==> config.mk <==
export PLATFORM = sky130hd
export DESIGN_NAME = cordic_phase_seq
export DESIGN_NICKNAME = d
export VERILOG_FILES = /design/src/rtl/cordic_phase_seq.sv
export SDC_FILE = /design/constraint.sdc
export NUM_CORES = 1
export LEC_CHECK = 0
export CAP_MARGIN = 40
export CORE_MARGIN = 4
export CORE_UTILIZATION = 43
export CTS_CLUSTER_SIZE = 24
export DETAILED_ROUTE_END_ITERATION = 12
export GPL_ROUTABILITY_DRIVEN = 0
export GPL_TIMING_DRIVEN = 0
export PLACE_DENSITY = 0.74
export SLEW_MARGIN = 10
export SYNTH_ARGS = -nofsm -noshare
export SYNTH_HDL_FRONTEND = slang
export SYNTH_SLANG_ARGS = --single-unit
==> constraint.sdc <==
create_clock -name clk -period 2.4 [get_ports clk]
set_clock_uncertainty 0.1 [all_clocks]
set_input_delay 0.24 -clock clk [delete_from_list [all_inputs] [get_ports clk]]
set_output_delay 0.24 -clock clk [all_outputs]
set_load 0.02 [all_outputs]
==> src/rtl/cordic_phase_seq.sv <==
// cordic_phase_seq: phase accumulator, quadrant fold and sign correction around cordic_top.
// Optional PHASE_DITHER_EN adds LFSR LSB dither to the issued phase.
module cordic_phase_seq #(
  parameter int W   = 18,
  parameter int PW  = 18,
  parameter int AMP = 50000
) (
  input  logic          clk,
  input  logic          rst,
  input  logic          enable,
  input  logic [PW-1:0] ftw,
  output logic          cordic_start,
  output logic [W-1:0]  cordic_x0,
  output logic [W-1:0]  cordic_y0,
  output logic [PW-1:0] cordic_z0,
  input  logic          cordic_done,
  input  logic [W-1:0]  cordic_xn,
  input  logic [W-1:0]  cordic_yn,
  output logic [W-1:0]  cos_out,
  output logic [W-1:0]  sin_out,
  output logic          valid
);
  localparam logic [PW-1:0] Q1   = PW'(1) << (PW-2);
  localparam logic [PW-1:0] HALF = PW'(1) << (PW-1);
  localparam logic [PW-1:0] Q3   = Q1 + HALF;
  localparam logic [W-1:0]  SMIN = {1'b1, {(W-1){1'b0}}};
  localparam logic [W-1:0]  SMAX = {1'b0, {(W-1){1'b1}}};
  typedef enum logic [1:0] {IDLE, ISSUE, WAIT, OUT} state_t;
  state_t        state_q, state_d;
  logic [PW-1:0] phase_q, phase_d, z0_q, z0_d, p, fold_z;
  logic          neg_q, neg_d, fold_neg;
  logic [W-1:0]  cos_q, cos_d, sin_q, sin_d;
  function automatic logic [W-1:0] neg_sat(input logic [W-1:0] v);
    return v == SMIN ? SMAX : -v;
  endfunction
`ifdef PHASE_DITHER_EN
  logic [15:0] lfsr_q, lfsr_d;
  assign p = phase_q + PW'(lfsr_q[0]);
  assign lfsr_d = state_q == ISSUE ? ({1'b0, lfsr_q[15:1]} ^ (lfsr_q[0] ? 16'hB400 : 16'h0000)) : lfsr_q;
  always_ff @(posedge clk or posedge rst)
    if (rst) lfsr_q <= 16'hACE1;
    else lfsr_q <= lfsr_d;
`else
  assign p = phase_q;
`endif
  // Second and third quadrants rotate by pi and get their result negated afterwards.
  assign fold_neg     = p >= Q1 && p < Q3;
  assign fold_z       = fold_neg ? p - HALF : p;
  assign cordic_start = state_q == ISSUE;
  assign cordic_z0    = state_q == ISSUE ? fold_z : z0_q;
  assign cordic_x0    = W'(AMP);
  assign cordic_y0    = '0;
  assign cos_out      = cos_q;
  assign sin_out      = sin_q;
  assign valid        = state_q == OUT;
  always_comb begin
    state_d = state_q;
    phase_d = phase_q;
    z0_d    = z0_q;
    neg_d   = neg_q;
    cos_d   = cos_q;
    sin_d   = sin_q;
    case (state_q)
      IDLE:  state_d = enable ? ISSUE : IDLE;
      ISSUE: begin
        z0_d    = fold_z;
        neg_d   = fold_neg;
        phase_d = phase_q + ftw;
        state_d = WAIT;
      end
      WAIT:  if (cordic_done) begin
        cos_d   = neg_q ? neg_sat(cordic_xn) : cordic_xn;
        sin_d   = neg_q ? neg_sat(cordic_yn) : cordic_yn;
        state_d = OUT;
      end
      OUT:   state_d = enable ? ISSUE : IDLE;
    endcase
  end
  always_ff @(posedge clk or posedge rst)
    if (rst) begin
      state_q <= IDLE;
      phase_q <= '0;
      z0_q    <= '0;
      neg_q   <= 1'b0;
      cos_q   <= '0;
      sin_q   <= '0;
    end else begin
      state_q <= state_d;
      phase_q <= phase_d;
      z0_q    <= z0_d;
      neg_q   <= neg_d;
      cos_q   <= cos_d;
      sin_q   <= sin_d;
    end
endmodule

==> run metrics <==
total track usage=0.188; measured slew at the worst slew-check pin=567 ps; unrepaired setup endpoints after global routing=yes; FFs w/ async S/R, synth=1.00; count of H-tree levels built during CTS=3; count of cell instances traversed by the critical path=10; portion of total power attributed to the clock network=0.118; worst min-delay path class=primary input to async pin; reg-to-reg critical path startpoint=p[0]$_DFFE_PP0P_; pwr dens=1280 nW/um^2; Switching Share=0.422; crit-path leading delay family=compound AO/OA/AOI/OAI gates; Critical Setup Path Class=flop to flop; Pint=0.00491 W; total power of the final layout=0.00850 W; logic depth of the worst register-to-register path=10; mean instance size in the synthesized netlist=9.56 um^2; setup slack of the most critical reg-to-reg path=70 ps; vias after detailed routing=4147; number of DRC markers after the initial detailed-route iteration=148; via count of the first global-routing pass=4124; number of setup violations in the final report=0; critical-path cell with the highest stage delay=sky130_fd_sc_hd__dfrtp_1; most congested layer reported by global routing=met2; achievable clock frequency=0.430 GHz; Worst IR Drop VDD=616 uV; share of post-route cells with drive strength above 1=0.200; top-level I/O count=150; met1 Track Usage GR=0.246; Synth Warn #=0; post-route minimum period=2330 ps; detailed-route DRC error count=0; pin count of the biggest net entering global routing=64; post-layout instance area=6620 um^2; buffer levels on the longest clock path=2; proportion of synthesized chip area in sequential cells=0.397; met2 Resource Use GR=0.311; TritonCTS clock tree=built; total of flip-flops plus latches after synthesis=75; Post-synth EDFFs=0; DIE AREA=12700 um^2; wire length reported by the detailed router=12.1 mm; power share of the combinational group=0.614; result of the run=finished, final reports clean; Flop pwr share=0.268; power spent charging and discharging nets=0.00359 W; cell area after synthesis=4720 um^2; final critical-path share of the clock period=0.969; iteration count of the initial detailed-routing pass=5; Req. time, crit path=2530 ps; number of antenna diodes=0; number of CTS-inserted buffers=9; Worst setup SP type=flop; final-stage net count=743; initial antenna violation count=0; count of pins over their slew limit=0; Clock Root Buffer=sky130_fd_sc_hd__clkbuf_8; Initial Utilization=0.438; Area after DPL=6190 um^2; x dimension of the die=113 um; Core ar.=10800 um^2; endpoint of the most critical register-to-register path=p[12]$_DFFE_PP0P_; wire length per cell after detailed routing=15.1 um; first element of the critical path=p[0]$_DFFE_PP0P_; stage delay of the slowest cell on the critical path=410 ps; count of clock tree sinks=75; Global Route met3 Usage=0.0273; clock insertion delay at the later pin of the skew report=350 ps; worst max-slew margin expressed relative to the limit=0.622; DP HPWL=9.13 mm; synth-to-layout area growth=40.1%; vias per inst=5.15; hold bufs inserted after CTS=0; crit path DAT=2460 ps; number of placement rows=38; Port Buf Inserts=113; y dimension of the die=113 um; CP Capture Point=p[12]$_DFFE_PP0P_; peak fanout along the critical path=5; static leakage power=2.89 nW; Unique masters post-synth=55; buffering stage count on the worst path with inverters included=2; number of instances in the synthesized netlist=494; final count of hold timing violations=0; gr ovfl total=0; type of element capturing the critical path=flop; clock-pin slew on the worst setup and hold paths=80 ps; top_reg_cell synth=sky130_fd_sc_hd__dfrtp_1; first-pass GRT wire length=19.8 mm; maximum capacitance violations=0; cell chain of the critical path=ha_4 > inv_2 > fa_2 > nor2b_4 > o31ai_4 > o211ai_1 > buf_4 > a31o_4 > xor2_1 > mux2_2; antenna viol nets, final=0
==> placed cells by master, fill, tap and decap left out, types with 4 or more instances in the layout <==
cell type / Yosys / routed
sky130_fd_sc_hd__xnor2_1: 20 / 20
sky130_fd_sc_hd__clkdlybuf4s15_2: 0 / 16
sky130_fd_sc_hd__o41ai_1: 5 / 5
sky130_fd_sc_hd__a21oi_1: 29 / 27
sky130_fd_sc_hd__clkbuf_8: 0 / 11
sky130_fd_sc_hd__dfrtp_1: 75 / 75
sky130_fd_sc_hd__ha_1: 23 / 18
sky130_fd_sc_hd__nand3b_1: 7 / 7
sky130_fd_sc_hd__nand2b_1: 7 / 7
sky130_fd_sc_hd__conb_1: 2 / 36
sky130_fd_sc_hd__nand3_1: 7 / 7
sky130_fd_sc_hd__o21a_1: 9 / 9
sky130_fd_sc_hd__o211ai_1: 9 / 9
sky130_fd_sc_hd__o21ai_1: 3 / 4
sky130_fd_sc_hd__a21o_1: 7 / 7
sky130_fd_sc_hd__mux2_2: 27 / 27
sky130_fd_sc_hd__clkbuf_1: 13 / 10
sky130_fd_sc_hd__nand2_1: 52 / 52
sky130_fd_sc_hd__xor2_1: 19 / 19
sky130_fd_sc_hd__inv_1: 15 / 13
sky130_fd_sc_hd__buf_4: 36 / 45
sky130_fd_sc_hd__o31ai_1: 12 / 11
sky130_fd_sc_hd__o21ai_0: 31 / 29
sky130_fd_sc_hd__nor2_1: 31 / 30
sky130_fd_sc_hd__nor3_1: 4 / 4
sky130_fd_sc_hd__clkdlybuf4s50_1: 0 / 95
==> how the worst min path moves through the flow <==
stage / from / endpoint / slack [ps] / depth (start not counted)
global placement: sin_out[0]$_DFFE_PP0P_ / sin_out[0]$_DFFE_PP0P_ / 350 / 2
global route: rst / sin_out[12]$_DFFE_PP0P_ / 60 / 2
CTS: rst / sin_out[8]$_DFFE_PP0P_ / 40 / 2
detailed placement: sin_out[6]$_DFFE_PP0P_ / sin_out[6]$_DFFE_PP0P_ / 360 / 2
finish: rst / sin_out[8]$_DFFE_PP0P_ / 50 / 2
floorplan: cordic_yn[0] / sin_out[0]$_DFFE_PP0P_ / 290 / 2
==> metal layers <==
metal / vias to the layer above / wire length, um / share of wire
met3: 28 / 583 / 0.048
met4: 0 / 363 / 0.030
met1: 1973 / 5300 / 0.44
met5: - / 0 / 0
met2: 125 / 5880 / 0.48
li1: 2021 / - / -
==> Yosys cell counts (all sizes together), types with 3 or more instances <==
| cell | number | share of area |
|---|---|---|
| buf | 40 | 0.061 |
| nand3b | 7 | 0.011 |
| nor4 | 5 | 0.011 |
| a21oi | 29 | 0.031 |
| o31ai | 12 | 0.019 |
| nor2 | 31 | 0.025 |
| mux2 | 27 | 0.064 |
| or3 | 3 | 0.0040 |
| mux2i | 3 | 0.0064 |
| o21ai | 34 | 0.036 |
| xor2 | 19 | 0.035 |
| inv | 15 | 0.012 |
| nor3 | 4 | 0.0042 |
| a21o | 7 | 0.011 |
| ha | 23 | 0.061 |
| nand2b | 7 | 0.0093 |
| nand3 | 7 | 0.0074 |
| o211ai | 9 | 0.014 |
| a211oi | 3 | 0.0048 |
| a31oi | 3 | 0.0040 |
| o41ai | 5 | 0.0093 |
| nor2b | 4 | 0.0053 |
| o21a | 9 | 0.014 |
| dfrtp | 75 | 0.40 |
| clkbuf | 13 | 0.010 |
| xnor2 | 20 | 0.037 |
| nand2 | 52 | 0.041 |
==> power by group through the flow <==
| stage | Clock (W) | Sequential [W] | Combinational [W] |
|---|---|---|---|
| 2_1_floorplan | 0 | 0.00256 | 0.00289 |
| 3_3_place_gp | 0 | 0.00228 | 0.00484 |
| 3_5_place_dp | 0 | 0.00230 | 0.00496 |
| 4_1_cts | 0.00103 | 0.00228 | 0.00506 |
| 5_1_grt | 0.00109 | 0.00236 | 0.00571 |
| 6_report | 0.00100 | 0.00228 | 0.00522 |
==> state kept, by name, indices dropped and copies added (netlist names) <==
signal,cells
cos_out,18
p,18
sin_out,18
z0_q,18
state_q,2
neg_q,1
==> logic make-up (layout without fill, tap and decap cells) <==
| logic type | after synthesis | in the layout | share of synthesized area |
|---|---|---|---|
| muxes | 30 | 30 | 0.0707 |
| adders and majority gates | 24 | 24 | 0.0651 |
| AOI/OAI and AO/OA | 125 | 125 | 0.174 |
| other | 2 | 36 | 0.00159 |
| buffers and inverters | 68 | 205 | 0.0829 |
| xor gates and xnor gates | 39 | 39 | 0.0723 |
| DFF | 75 | 75 | 0.397 |
| and+or+nand+nor | 131 | 131 | 0.136 |
==> cell type report <==
class | count | area, um^2
buffer | 53 | 378
fill | 919 | 4180
sequential | 75 | 1880
multi-input combinational | 385 | 2700
clock buffer | 11 | 151
clock inverter | 4 | 50.0
tap | 140 | 175
inverter | 15 | 58.8
timing repair buffer | 122 | 1230
==> metrics by stage <==
stage	util	TNS [ps]	cells	setup WS [ps]	hold slack, ps
2_1_floorplan	-	0	528	82.2	292
3_3_place_gp	0.571	-100410	781	-1100	353
3_5_place_dp	0.573	-21130	782	-592	364
4_1_cts	0.602	-0.591	798	-0.522	39.9
5_1_grt	0.613	-58.9	805	-25.2	59.4
6_report	0.613	0	805	74.1	54.4
==> what timing repair did <==
item | CTS | global route
buffers inserted | 1 | 7
pin swaps | 3 | 9
gates resized for setup | 76 | 24
setup endpoints to repair | 35 | 47
Power figures use the tool's default switching activity.
